## src/rtl/dat_mem_pkg.sv

```systemverilog
// Shared types and sizes for the data-memory arbiter and the dat_mem it fronts.
package dat_mem_pkg;

  localparam int ADDR_W    = 8;
  localparam int DATA_W    = 8;
  localparam int MEM_DEPTH = 256;
  localparam int CNT_W     = 4;

  typedef enum logic {
    NORMAL     = 1'b0,
    FORCE_HOST = 1'b1
  } arb_state_t;

endpackage

```

## src/rtl/dat_mem_arb_if.sv

```systemverilog
// Core, host and memory-side signals of the data-memory arbiter.
// The slave modport is the arbiter's view; master is the requesters/memory side.
interface dat_mem_arb_if;
  import dat_mem_pkg::*;

  logic              core_req;
  logic              core_we;
  logic [ADDR_W-1:0] core_addr;
  logic [DATA_W-1:0] core_wdata;
  logic              core_gnt;
  logic [DATA_W-1:0] core_rdata;

  logic              host_valid;
  logic              host_we;
  logic [ADDR_W-1:0] host_addr;
  logic [DATA_W-1:0] host_wdata;
  logic              host_ready;
  logic              host_rvalid;
  logic [DATA_W-1:0] host_rdata;

  logic              mem_wr_en;
  logic [ADDR_W-1:0] mem_addr;
  logic [DATA_W-1:0] mem_dat_in;
  logic [DATA_W-1:0] mem_dat_out;

  modport slave (
    input  core_req, core_we, core_addr, core_wdata,
    output core_gnt, core_rdata,
    input  host_valid, host_we, host_addr, host_wdata,
    output host_ready, host_rvalid, host_rdata,
    output mem_wr_en, mem_addr, mem_dat_in,
    input  mem_dat_out
  );

  modport master (
    output core_req, core_we, core_addr, core_wdata,
    input  core_gnt, core_rdata,
    output host_valid, host_we, host_addr, host_wdata,
    input  host_ready, host_rvalid, host_rdata,
    input  mem_wr_en, mem_addr, mem_dat_in,
    output mem_dat_out
  );

endinterface

```

## src/rtl/dat_mem_arb.sv

```systemverilog
// Fixed-priority arbiter sharing dat_mem between the core (same-cycle grant)
// and the host loader, with a starvation counter that forces a host slot.
//
// state      | meaning
// -----------+---------------------------------------------------------
// NORMAL     | core has priority; host only gets idle core cycles
// FORCE_HOST | host starved STARVE_MAX cycles; host owns the next slot
module dat_mem_arb
  import dat_mem_pkg::*;
#(
  parameter int STARVE_MAX = 4
) (
  input  logic          clk,
  input  logic          rst_n,
  dat_mem_arb_if.slave  bus
);

  localparam logic [CNT_W-1:0] STARVE_MAX_C = CNT_W'(STARVE_MAX);

  arb_state_t        state_q, state_d;
  logic [CNT_W-1:0]  starve_cnt_q, starve_cnt_d;
  logic              host_rvalid_q, host_rvalid_d;
  logic [DATA_W-1:0] host_rdata_q, host_rdata_d;

  logic              core_gnt;
  logic              host_ready;

  // Grants are held low during reset so nothing reaches the memory.
  always_comb begin
    core_gnt   = 1'b0;
    host_ready = 1'b0;
    if (rst_n) begin
      if (state_q == FORCE_HOST) begin
        host_ready = bus.host_valid;
        core_gnt   = bus.core_req & ~bus.host_valid;
      end else begin
        core_gnt   = bus.core_req;
        host_ready = bus.host_valid & ~bus.core_req;
      end
    end
  end

  always_comb begin
    bus.mem_addr   = bus.core_addr;
    bus.mem_dat_in = bus.core_wdata;
    bus.mem_wr_en  = 1'b0;
    if (core_gnt) begin
      bus.mem_wr_en  = bus.core_we;
    end else if (host_ready) begin
      bus.mem_addr   = bus.host_addr;
      bus.mem_dat_in = bus.host_wdata;
      bus.mem_wr_en  = bus.host_we;
    end
  end

  always_comb begin
    starve_cnt_d  = starve_cnt_q;
    state_d       = state_q;
    host_rvalid_d = 1'b0;
    host_rdata_d  = host_rdata_q;

    if (host_ready) begin
      starve_cnt_d = '0;
    end else if (bus.host_valid) begin
      starve_cnt_d = (starve_cnt_q >= STARVE_MAX_C) ? STARVE_MAX_C
                                                    : starve_cnt_q + 1'b1;
    end

    if (host_ready && !bus.host_we) begin
      host_rvalid_d = 1'b1;
      host_rdata_d  = bus.mem_dat_out;
    end

    case (state_q)
      NORMAL: begin
        if (starve_cnt_d == STARVE_MAX_C) state_d = FORCE_HOST;
      end
      FORCE_HOST: begin
        if (host_ready || !bus.host_valid) state_d = NORMAL;
      end
      default: state_d = NORMAL;
    endcase
  end

  always_ff @(posedge clk or negedge rst_n) begin
    if (!rst_n) begin
      state_q       <= NORMAL;
      starve_cnt_q  <= '0;
      host_rvalid_q <= 1'b0;
      host_rdata_q  <= '0;
    end else begin
      state_q       <= state_d;
      starve_cnt_q  <= starve_cnt_d;
      host_rvalid_q <= host_rvalid_d;
      host_rdata_q  <= host_rdata_d;
    end
  end

  assign bus.core_gnt    = core_gnt;
  assign bus.core_rdata  = bus.mem_dat_out;
  assign bus.host_ready  = host_ready;
  assign bus.host_rvalid = host_rvalid_q;
  assign bus.host_rdata  = host_rdata_q;

endmodule

```

## src/flat_wrapper.sv

```systemverilog
// flat-port wrapper written by rule: the top's interface ports become plain ports
module dat_mem_arb_flat import dat_mem_pkg::*;
#(
  parameter int STARVE_MAX = 4
)
  (clk, rst_n, bus_core_req, bus_core_we, bus_core_addr, bus_core_wdata, bus_core_gnt, bus_core_rdata, bus_host_valid, bus_host_we, bus_host_addr, bus_host_wdata, bus_host_ready, bus_host_rvalid, bus_host_rdata, bus_mem_wr_en, bus_mem_addr, bus_mem_dat_in, bus_mem_dat_out);
  dat_mem_arb_if bus_i ();
  input  logic clk;
  input  logic rst_n;
  input wire logic [$bits(bus_i.core_req)-1:0] bus_core_req;
  input wire logic [$bits(bus_i.core_we)-1:0] bus_core_we;
  input wire logic [$bits(bus_i.core_addr)-1:0] bus_core_addr;
  input wire logic [$bits(bus_i.core_wdata)-1:0] bus_core_wdata;
  output wire logic [$bits(bus_i.core_gnt)-1:0] bus_core_gnt;
  output wire logic [$bits(bus_i.core_rdata)-1:0] bus_core_rdata;
  input wire logic [$bits(bus_i.host_valid)-1:0] bus_host_valid;
  input wire logic [$bits(bus_i.host_we)-1:0] bus_host_we;
  input wire logic [$bits(bus_i.host_addr)-1:0] bus_host_addr;
  input wire logic [$bits(bus_i.host_wdata)-1:0] bus_host_wdata;
  output wire logic [$bits(bus_i.host_ready)-1:0] bus_host_ready;
  output wire logic [$bits(bus_i.host_rvalid)-1:0] bus_host_rvalid;
  output wire logic [$bits(bus_i.host_rdata)-1:0] bus_host_rdata;
  output wire logic [$bits(bus_i.mem_wr_en)-1:0] bus_mem_wr_en;
  output wire logic [$bits(bus_i.mem_addr)-1:0] bus_mem_addr;
  output wire logic [$bits(bus_i.mem_dat_in)-1:0] bus_mem_dat_in;
  input wire logic [$bits(bus_i.mem_dat_out)-1:0] bus_mem_dat_out;
  assign bus_i.core_req = bus_core_req;
  assign bus_i.core_we = bus_core_we;
  assign bus_i.core_addr = bus_core_addr;
  assign bus_i.core_wdata = bus_core_wdata;
  assign bus_core_gnt = bus_i.core_gnt;
  assign bus_core_rdata = bus_i.core_rdata;
  assign bus_i.host_valid = bus_host_valid;
  assign bus_i.host_we = bus_host_we;
  assign bus_i.host_addr = bus_host_addr;
  assign bus_i.host_wdata = bus_host_wdata;
  assign bus_host_ready = bus_i.host_ready;
  assign bus_host_rvalid = bus_i.host_rvalid;
  assign bus_host_rdata = bus_i.host_rdata;
  assign bus_mem_wr_en = bus_i.mem_wr_en;
  assign bus_mem_addr = bus_i.mem_addr;
  assign bus_mem_dat_in = bus_i.mem_dat_in;
  assign bus_i.mem_dat_out = bus_mem_dat_out;
  dat_mem_arb #(.STARVE_MAX(STARVE_MAX)) u_core (.clk(clk), .rst_n(rst_n), .bus(bus_i));
endmodule
```

## config.mk

```make
export PLATFORM = sky130hd
export DESIGN_NAME = dat_mem_arb_flat
export DESIGN_NICKNAME = d
export VERILOG_FILES = /design/src/rtl/dat_mem_pkg.sv /design/src/rtl/dat_mem_arb_if.sv /design/src/rtl/dat_mem_arb.sv /design/src/flat_wrapper.sv
export SDC_FILE = /design/constraint.sdc
export NUM_CORES = 1
export LEC_CHECK = 0
export CAP_MARGIN = 20
export CORE_AREA = 2 2 41 43
export CTS_CLUSTER_DIAMETER = 40
export DETAILED_ROUTE_END_ITERATION = 16
export DIE_AREA = 0 0 43 45
export DONT_BUFFER_PORTS = 1
export HOLD_SLACK_MARGIN = 0.03
export PLACE_DENSITY = 0.88
export SETUP_SLACK_MARGIN = 0.2
export SYNTH_ARGS = -nofsm -noshare
export SYNTH_HDL_FRONTEND = slang
export SYNTH_SLANG_ARGS = --single-unit
export TNS_END_PERCENT = 100
```

## constraint.sdc

```tcl
create_clock -name clk -period 2.5 [get_ports clk]
set_clock_uncertainty 0.2 [all_clocks]
set_input_delay 0.5 -clock clk [delete_from_list [all_inputs] [get_ports clk]]
set_output_delay 0.5 -clock clk [all_outputs]
set_load 0.02 [all_outputs]
```

==> results_dict.tcl, run 1 <==
set metrics [dict create \
    status "complete, no violations" \
    post_cts_clock_slew_at_the_launch_and_capture_registers_of_the_worst_setup_and_hold_paths_ps 90 \
    multiInputGateArea_um2 465.4 \
    post_drt_wl_per_cell_um 20.13 \
    timing_max_transition_violations_final 0 \
    max_cap_violations 0 \
    avgViaCountPerCell 6.686 \
    tritoncts_clock_tree "done" \
    critical_path.reg2reg.startpoint "u_core.state_q$_DFF_PN0_" \
    syn-cell-area_um2 894.6 \
    post_cts.repair.setup_buffers 0 \
    ys.flop_type "dfrtp_1" \
    final_period_minus_worst_setup_slack_ps 2180 \
    synth_edf_count 0 \
    antenna_found_initial 0 \
    fin_crit_sh 0.8719 \
    first_global_vias 555 \
    vdd.ir_drop.worst_v 0.0004094 \
    power.leakage_nw 0.3862 \
    place.gp.congestion 0.7024 \
    netlist_instances 73 \
    internal_power_w 0.0005094 \
    ctsLongestPathBuffers 2 \
    floorplan.initialDensity 0.6080 \
    critical_path.endpoint_type "output port" \
    htree_num_levels 1 \
    num_vias 575 \
    power_frac_clock 0.188 \
    worst_ep_arrival_time_ps 1480 \
    synthXorXnorAreaFrac 0 \
    grt_pass1_wl_mm 2.463 \
    critPathLaunch "u_core.state_q$_DFF_PN0_" \
    nFillCells 127 \
    layout-drive-gt1-share 0.4714 \
    routed_wirelength_mm 1.731 \
    clock_sinks 14 \
    antenna_cells 0 \
    yosys.cell_types.count 25 \
    seq_area_um2 350.3 \
    final_antenna_net_count 0 \
    crit_slowest_cell "mux2_2" \
    path_class "flop to output port" \
    dp_hpwl_mm 1.339 \
    tightest_slew_ps 615.2 \
    synth_simple_gate_area_share 0.1343 \
    synthesized_area_fraction_occupied_by_ao_oa_aoi_and_oai_cells 0.05734 \
    root_buffer "clkbuf_4" \
    mean_syn_cell_area_um2 12.25 \
    cell_area_power_density_nw_per_um2 927.5 \
    clock_latency_ps 270 \
    hold_slack_ps 88.64 \
    drt-initial-drc-count 3 \
    crit_chain "nor2b_4 -> nor2_8 -> mux2_2" \
    detailed_route_drc_error_count 0 \
    count_of_pins_on_the_block_boundary 82 \
    final_nets 118 \
    total_routing_resource_utilization_after_global_routing 0.1785 \
    largest_fanout_on_the_critical_path 11 \
    postSynth.asyncResetShare 1.000 \
    cpPeakStageDelay_ps 440 \
    ys_warn_count 0 \
    power.share.switching 0.3903 \
    buffer_ports.inserted 0 \
    die_height_um 45 \
    floorplan.die_area_um2 1935 \
    power.sequential.fraction 0.507 \
    yosys.area_share.adder 0.01399 \
    cpLargestDelayFamily "multiplexers" \
    max_freq_mhz 458.8 \
    die_w_um 43 \
    path_buf_inv 0 \
    holdCritPathClass "input pin to flop" \
    timing.critical_path.required_ps 1800 \
    category_of_the_worst_setup_path_launch_point "flop" \
    most-common-layout-cells "23 x mux2_2, 14 x dfrtp_1, 3 x inv_1, 3 x clkbuf_4" \
    cts_buffers 3 \
    core-area_um2 1471 \
    grt_remaining_overflow 0 \
    setup-violations-final 0 \
    synth.yosys.seq_area_share 0.3916 \
    grt_start_max_net_pins 20 \
    flop2flop_setup_slack_ps 870 \
    register_bit_count_reported_by_yosys 14 \
    syn-num-nets 120 \
    fp-row-count 14 \
    most_frequent_standard_cell_in_the_layout_excluding_fill_and_tap_cells "mux2_2" \
    setup-tns-final_ps 0 \
    synth_top_family_by_area "multiplexers" \
    setup_repair_after_global_routing_missed_its_margin "false" \
    comb_power_share 0.305 \
    area_delta_synth_final_pct 0.6993 \
    synth.area.mux_share 0.3021 \
    hold_viol_final 0 \
    timing.max_slew.rel_slack 0.5885 \
    drt_first_pass_iters 4 \
    power.net_switching_w 0.0003261 \
    min_from "bus_host_valid" \
]
## per-stage QoR
step | setup WS (ps) | cell area, um2 | util | instances | total power (W)
floorplan | 353.6 | 894.6 | - | 73 | 0.0006508
detailed placement | 382.7 | 843.3 | 0.5731 | 80 | 0.0006759
global placement | 398.4 | 843.3 | 0.5731 | 80 | 0.0006541
finish | 320.3 | 900.9 | 0.6122 | 86 | 0.0008356
global route | 248.3 | 900.9 | 0.6122 | 86 | 0.0008803
CTS | 228.4 | 889.6 | 0.6046 | 85 | 0.0008388
## flip-flops by register name, summed over array words and instances (netlist names)
signal,flops
u_core.starve_cnt_q,4
u_core.bus.host_rvalid,1
u_core.state_q,1
u_core.bus.host_rdata,8
## Yosys cell counts (all sizes together), types with 2 or more instances
| cell type | count | area share |
|---|---|---|
| mux2 | 24 | 0.30 |
| dfrtp | 14 | 0.39 |
| buf | 10 | 0.088 |
| inv | 3 | 0.013 |
| nand2 | 3 | 0.021 |
| nor2b | 3 | 0.029 |
| nor2 | 2 | 0.027 |
| o32ai | 2 | 0.020 |
## logic make-up after synthesis
group,Yosys count
mux,24
fa+ha+maj,1
simple gates,14
flops,14
buf+inv,13
compound gates,7
## area by class of cell
type / count / area share
Inverter: 3 / 0.01250
Multi-Input combinational cell: 47 / 0.5167
Tap cell: 16 / 0.02222
Timing Repair Buffer: 2 / 0.01944
Clock buffer: 4 / 0.04028
Sequential cell: 14 / 0.3889
## routing by layer
metal  wire length [um]  global-route usage  vias up  part of all wire
met4                 27             0.08485        0             0.016
met5                  0                   0        -                 0
met3                165             0.04800        4             0.095
met1                608              0.1995      274              0.35
met2                930              0.3182       48              0.54
li1                   -                   -      249                 -
## worst paths after layout
kind / endpoint / depth (start not counted)
worst max-delay path: bus_mem_addr[7] / 3
worst max register to register: u_core.bus.host_rdata[0]$_DFFE_PN0P_ / 3
max in group asynchronous: u_core.bus.host_rdata[0]$_DFFE_PN0P_ / 1
worst min-delay path: u_core.starve_cnt_q[3]$_DFF_PN0_ / 1
min in group asynchronous: u_core.bus.host_rdata[3]$_DFFE_PN0P_ / 1
worst min register to register: u_core.starve_cnt_q[2]$_DFF_PN0_ / 2
## repair_timing
item	4_1_cts	5_1_grt
resized for setup	0	0
endpoints found under the hold margin	14	0
setup endpoints to repair	0	16
hold buffers	1	0
## power groups by stage
stage	Combinational, W	Sequential [W]	Clock, W
2_1_floorplan	0.000237	0.000414	0
3_3_place_gp	0.000231	0.000423	0
3_5_place_dp	0.000246	0.000430	0
4_1_cts	0.000253	0.000425	0.000161
5_1_grt	0.000281	0.000432	0.000167
6_report	0.000255	0.000424	0.000157
(Power assumes the default switching activity.)
==> inputs of run 2 (changes only) <==
--- a/config.mk
+++ b/config.mk
@@ -5,7 +5,6 @@
 export SDC_FILE = /design/constraint.sdc
 export NUM_CORES = 1
 export LEC_CHECK = 0
-export CAP_MARGIN = 20
 export CORE_AREA = 2 2 41 43
 export CTS_CLUSTER_DIAMETER = 40
 export DETAILED_ROUTE_END_ITERATION = 16
@@ -14,6 +13,7 @@
 export HOLD_SLACK_MARGIN = 0.03
 export PLACE_DENSITY = 0.88
 export SETUP_SLACK_MARGIN = 0.2
+export SLEW_MARGIN = 20
 export SYNTH_ARGS = -nofsm -noshare
 export SYNTH_HDL_FRONTEND = slang
 export SYNTH_SLANG_ARGS = --single-unit
==> constraint.sdc (replaced) <==
create_clock -name clk -period 2.5 [get_ports clk]
set_clock_uncertainty 0.2 [all_clocks]
set_input_delay 0.25 -clock clk [delete_from_list [all_inputs] [get_ports clk]]
set_output_delay 0.25 -clock clk [all_outputs]
set_load 0.02 [all_outputs]
==> run 2 against run 1 <==
Compared with the run above:
- register-to-register slack worse by 420 ps
- setup slack worse by 70 ps
- sequential power about the same
- routed wire length up 4.6%
- final area up 12%
- highest routed layer is now met3
- non-clock buffer count up 11
- critical path depth up 1
==> results_dict.tcl, run 2 (synthesis gave the netlist of run 1 again) <==
set metrics [dict create \
    timing.rr.end "u_core.state_q$_DFF_PN0_" \
    power.leakage_nw 0.4357 \
    detailed_route_drc_error_count 0 \
    grt_pass1_wl_mm 2.628 \
    largest_fanout_on_the_critical_path 11 \
    flop2flop_setup_slack_ps 450 \
    path_class "input pin to output port" \
    category_of_the_worst_setup_path_launch_point "input pin" \
    power_frac_clock 0.185 \
    largest_register_ff_count 8 \
    critical_path.reg2reg.startpoint "u_core.starve_cnt_q[3]$_DFF_PN0_" \
    antenna_cells 0 \
    total_routing_resource_utilization_after_global_routing 0.1906 \
    comb_power_share 0.319 \
    tritoncts_clock_tree "done" \
    holdCritPathClass "input pin to flop" \
    max_cap_violations 0 \
    power.sequential.fraction 0.496 \
    buffer_ports.inserted 0 \
    grt_remaining_overflow 0 \
    critical_path.endpoint_type "output port" \
    power.net_switching_w 0.0003289 \
    layout-drive-gt1-share 0.3951 \
    avgViaCountPerCell 6.278 \
    grt_start_max_net_pins 20 \
    place.gp.congestion 0.7139 \
    worst_ep_arrival_time_ps 1800 \
    cts_buffers 3 \
    fin_crit_sh 0.9000 \
    post_cts_clock_slew_at_the_launch_and_capture_registers_of_the_worst_setup_and_hold_paths_ps 80 \
    ctsLongestPathBuffers 2 \
    hold_viol_final 0 \
    final_critical_path_setup_slack_ps 250.0 \
    internal_power_w 0.0005257 \
    routed_wirelength_mm 1.811 \
    area_delta_synth_final_pct 13.29 \
    drt_first_pass_iters 2 \
    setup-tns-final_ps 0 \
    max_freq_mhz 444.4 \
    post_drt_wl_per_cell_um 18.67 \
    timing_max_transition_violations_final 0 \
    status "complete, no violations" \
    num_vias 609 \
    clock_sinks 14 \
    floorplan.die_area_um2 1935 \
    most_frequent_standard_cell_in_the_layout_excluding_fill_and_tap_cells "mux2_2" \
    root_buffer "clkbuf_4" \
    most-common-layout-cells "23 x mux2_2, 14 x dfrtp_1, 13 x dlygate4sd3_1" \
    tightest_slew_ps 676.0 \
    drt-initial-drc-count 7 \
    setup_repair_after_global_routing_missed_its_margin "false" \
    critPathLaunch "bus_host_valid" \
    htree_num_levels 1 \
    r2r.worst_path.cells 4 \
    setup-violations-final 0 \
    timing.critical_path.required_ps 2050 \
    final_nets 129 \
    critPathCapture "bus_mem_addr[6]" \
    count_of_pins_on_the_block_boundary 82 \
    first_global_vias 590 \
    cell_area_power_density_nw_per_um2 843.2 \
    final_period_minus_worst_setup_slack_ps 2250 \
    power_w 0.0008546 \
    die_height_um 45 \
    preCtsSetupSlack_ps 793.7 \
    die_w_um 43 \
    antenna_found_initial 0 \
    power.share.switching 0.3848 \
    core-area_um2 1471 \
    vdd.ir_drop.worst_v 0.0004768 \
    floorplan.initialDensity 0.6080 \
    dp_hpwl_mm 1.269 \
    hold_slack_ps 50.56 \
    cts_resized 0 \
    finish.utilization 0.6888 \
    final_antenna_net_count 0 \
    clock_latency_ps 280 \
    timing.max_slew.rel_slack 0.5453 \
    fp-row-count 14 \
]
[run 2: how the worst min path moves through the flow]
| stage | start | to | slack, ps | cells past startpoint |
|---|---|---|---|---|
| 2_1_floorplan | rst_n | u_core.bus.host_rdata[0]$_DFFE_PN0P_ | -250 | 0 |
| 3_3_place_gp | rst_n | u_core.bus.host_rvalid$_DFF_PN0_ | -250 | 0 |
| 3_5_place_dp | rst_n | u_core.bus.host_rdata[3]$_DFFE_PN0P_ | -250 | 0 |
| 4_1_cts | bus_host_valid | u_core.starve_cnt_q[2]$_DFF_PN0_ | 50 | 3 |
| 5_1_grt | bus_host_valid | u_core.starve_cnt_q[2]$_DFF_PN0_ | 50 | 3 |
| 6_report | bus_host_valid | u_core.starve_cnt_q[2]$_DFF_PN0_ | 50 | 3 |
[run 2: power groups by stage]
stage          Sequential (W)  Combinational, W  Clock (W)
2_1_floorplan        0.000414          0.000237          0
3_3_place_gp         0.000422          0.000229          0
3_5_place_dp         0.000428          0.000238          0
4_1_cts              0.000423          0.000269   0.000161
5_1_grt              0.000432          0.000298   0.000172
6_report             0.000424          0.000273   0.000158
[run 2: what timing repair did]
item / in CTS / in global routing
hold endpoints to repair: 27 / 0
setup buffers: 0 / 0
hold buffers: 13 / 0
endpoints found under the setup margin: 0 / 16
[run 2: final cells by class]
type,instances,area [um2]
Multi-Input combinational cell,47,465.4
Clock buffer,4,36.28
Timing Repair Buffer,13,130.1
Tap cell,16,20.02
Fill cell,105,457.9
Sequential cell,14,350.3
Inverter,3,11.26
[run 2: layer usage]
metal  up-vias  GRT usage  wire length (um)
li1        270          -                 -
met5         -          0                 0
met1       294     0.2179               631
met2        45     0.3364               990
met3         0    0.08000               188
met4         0    0.04242                 0
[run 2: through the flow]
stage / area (um2) / instances
floorplan: 894.6 / 73
global placement: 835.8 / 79
detailed placement: 835.8 / 79
CTS: 1002 / 96
global route: 1013 / 97
finish: 1013 / 97
[run 2: worst max-delay path: stages]
cell,delay (ps)
dlygate4sd3_1,680
nand2_4,150
nor2_8,270
mux2_2,440
==> inputs of run 3 (changes only) <==
--- a/config.mk
+++ b/config.mk
@@ -5,13 +5,13 @@
 export SDC_FILE = /design/constraint.sdc
 export NUM_CORES = 1
 export LEC_CHECK = 0
-export CORE_AREA = 2 2 41 43
+export CORE_AREA = 2 2 42 44
 export CTS_CLUSTER_DIAMETER = 40
 export DETAILED_ROUTE_END_ITERATION = 16
-export DIE_AREA = 0 0 43 45
+export DIE_AREA = 0 0 44 46
 export DONT_BUFFER_PORTS = 1
 export HOLD_SLACK_MARGIN = 0.03
-export PLACE_DENSITY = 0.88
+export PLACE_DENSITY = 0.85
 export SETUP_SLACK_MARGIN = 0.2
 export SLEW_MARGIN = 20
 export SYNTH_ARGS = -nofsm -noshare
==> constraint.sdc (replaced) <==
create_clock -name clk -period 2.4 [get_ports clk]
set_clock_uncertainty 0.2 [all_clocks]
set_input_delay 0.24 -clock clk [delete_from_list [all_inputs] [get_ports clk]]
set_output_delay 0.24 -clock clk [all_outputs]
set_load 0.02 [all_outputs]
==> run 3 against run 2 <==
Compared with the run above:
- via count unchanged
- die area increased by 4.6%
- critical endpoint is now u_core.state_q$_DFF_PN0_
- register-to-register slack got worse by 140 ps
- final area unchanged
- flip-flop and latch count unchanged
- clock power increased by 8%
- sequential power increased by 4.7%
- global-route usage decreased by 0.78 points
- largest power group unchanged
- worst hold slack got worse by 17 ps
==> results_dict.tcl, run 3 (synthesis gave the netlist of run 1 again) <==
set metrics [dict create \
    status "complete, no violations" \
    fin_crit_sh 0.8695 \
    grt_start_max_net_pins 20 \
    post_drt_wl_per_cell_um 18.76 \
    fp-row-count 15 \
    max_freq_mhz 479.2 \
    largest_fanout_on_the_critical_path 4 \
    worst_ep_arrival_time_ps 2060 \
    power.leakage_nw 0.4411 \
    avgViaCountPerCell 6.214 \
    drt_first_pass_iters 4 \
    floorplan.initialDensity 0.5543 \
    vdd.ir_drop.worst_v 0.0003600 \
    setup-tns-final_ps 0 \
    clock_sinks 14 \
    drt-initial-drc-count 5 \
    cts_buffers 3 \
    largest_register_ff_count 8 \
    most_frequent_standard_cell_in_the_layout_excluding_fill_and_tap_cells "mux2_2" \
    dp_hpwl_mm 1.206 \
    finalInstanceArea_um2 1013 \
    antenna_found_initial 0 \
    floorplan.die_area_um2 2024 \
    timing_max_transition_violations_final 0 \
    total_routing_resource_utilization_after_global_routing 0.1828 \
    layout-drive-gt1-share 0.3827 \
    ctsLongestPathBuffers 2 \
    final_critical_path_setup_slack_ps 313.3 \
    place.gp.congestion 0.6119 \
    detailed_route_drc_error_count 0 \
    die_height_um 46 \
    routed_wirelength_mm 1.838 \
    grt_remaining_overflow 0 \
    core-area_um2 1614 \
    most-common-layout-cells "23 x mux2_2, 14 x dlygate4sd3_1, 14 x dfrtp_1" \
    tightest_slew_ps 675.9 \
    hold_viol_final 0 \
    setup_repair_after_global_routing_missed_its_margin "false" \
    htree_num_levels 1 \
    flop2flop_setup_slack_ps 310 \
    holdCritPathClass "input pin to flop" \
    max_cap_violations 0 \
    final_nets 129 \
    critical_path.endpoint_type "flop" \
    timing.max_slew.rel_slack 0.5453 \
    setup-violations-final 0 \
    root_buffer "clkbuf_4" \
    hold_slack_ps 33.70 \
    post_cts.repair.setup_buffers 0 \
    cell_area_power_density_nw_per_um2 885.3 \
    die_w_um 44 \
    path_class "flop to flop" \
    post_cts_clock_slew_at_the_launch_and_capture_registers_of_the_worst_setup_and_hold_paths_ps 90 \
    final_period_minus_worst_setup_slack_ps 2087 \
    preCtsSetupSlack_ps 704.1 \
    area_delta_synth_final_pct 13.29 \
    category_of_the_worst_setup_path_launch_point "flop" \
    timing.critical_path.required_ps 2370 \
    count_of_pins_on_the_block_boundary 82 \
    antenna_cells 0 \
    tritoncts_clock_tree "done" \
    buffer_ports.inserted 0 \
    first_global_vias 591 \
    final_antenna_net_count 0 \
    dpl-instance-area_um2 837.1 \
    clock_latency_ps 280 \
    num_vias 609 \
    grt_pass1_wl_mm 2.635 \
]
[run 3: cell count changes in the layout (fill, tap and decap cells not counted)]
cell / previous run / this run
nor2_4: 1 / 0
dlygate4sd3_1: 13 / 14
[run 3: metrics by stage]
stage / util / instances / total power, W
2_1_floorplan: - / 73 / 0.0006779
3_3_place_gp: 0.5186 / 80 / 0.0006780
3_5_place_dp: 0.5186 / 80 / 0.0006930
4_1_cts: 0.6279 / 98 / 0.0008941
5_1_grt: 0.6279 / 98 / 0.0009512
6_report: 0.6279 / 98 / 0.0008972
[run 3: worst paths after layout]
path                                                       start                                    to  depth (start not counted)
min in group asynchronous                                  rst_n  u_core.bus.host_rdata[4]$_DFFE_PN0P_                          1
worst min register to register  u_core.starve_cnt_q[2]$_DFF_PN0_      u_core.starve_cnt_q[2]$_DFF_PN0_                          2
worst max-delay path            u_core.starve_cnt_q[0]$_DFF_PN0_              u_core.state_q$_DFF_PN0_                          5
worst max register to register  u_core.starve_cnt_q[0]$_DFF_PN0_              u_core.state_q$_DFF_PN0_                          5
max in group asynchronous                                  rst_n  u_core.bus.host_rdata[7]$_DFFE_PN0P_                          1
worst min-delay path                              bus_host_valid      u_core.starve_cnt_q[2]$_DFF_PN0_                          3
[run 3: area by class of cell]
type	count	area (um2)
clock buffer	4	36.28
fill	130	600.6
inverter	3	11.26
multi-input combinational	46	454.2
sequential	14	350.3
tap	17	21.27
timing repair buffer	14	140.1
[run 3: repair_timing]
| item | CTS | global route |
|---|---|---|
| setup endpoints to repair | 0 | 0 |
| hold endpoints to repair | 27 | 0 |
| gates resized for setup | 0 | 0 |
| hold buffers | 14 | 0 |
[run 3: power breakdown]
part / internal, W / total [W] / switching (W) / leakage (nW)
clock network: 0.0000922 / 0.000171 / 0.0000788 / 0.0210
registers: 0.000316 / 0.000444 / 0.000127 / 0.175
logic: 0.000138 / 0.000282 / 0.000144 / 0.245
total: 0.000547 / 0.000897 / 0.000350 / 0.441
[run 3: worst max-delay path, cell delays in order (launching register included)]
cell and delay [ps]:
dfrtp_1 420, ha_1 280, nand2_1 50, o32ai_1 330, o32ai_1 130, dlygate4sd3_1 560
[run 3: metal layers]
layer	part of all wire	GRT usage	up-vias
met4	0.0065	0.05455	0
li1	-	-	267
met5	0	0	-
met3	0.11	0.01984	2
met2	0.56	0.3618	56
met1	0.33	0.2020	284
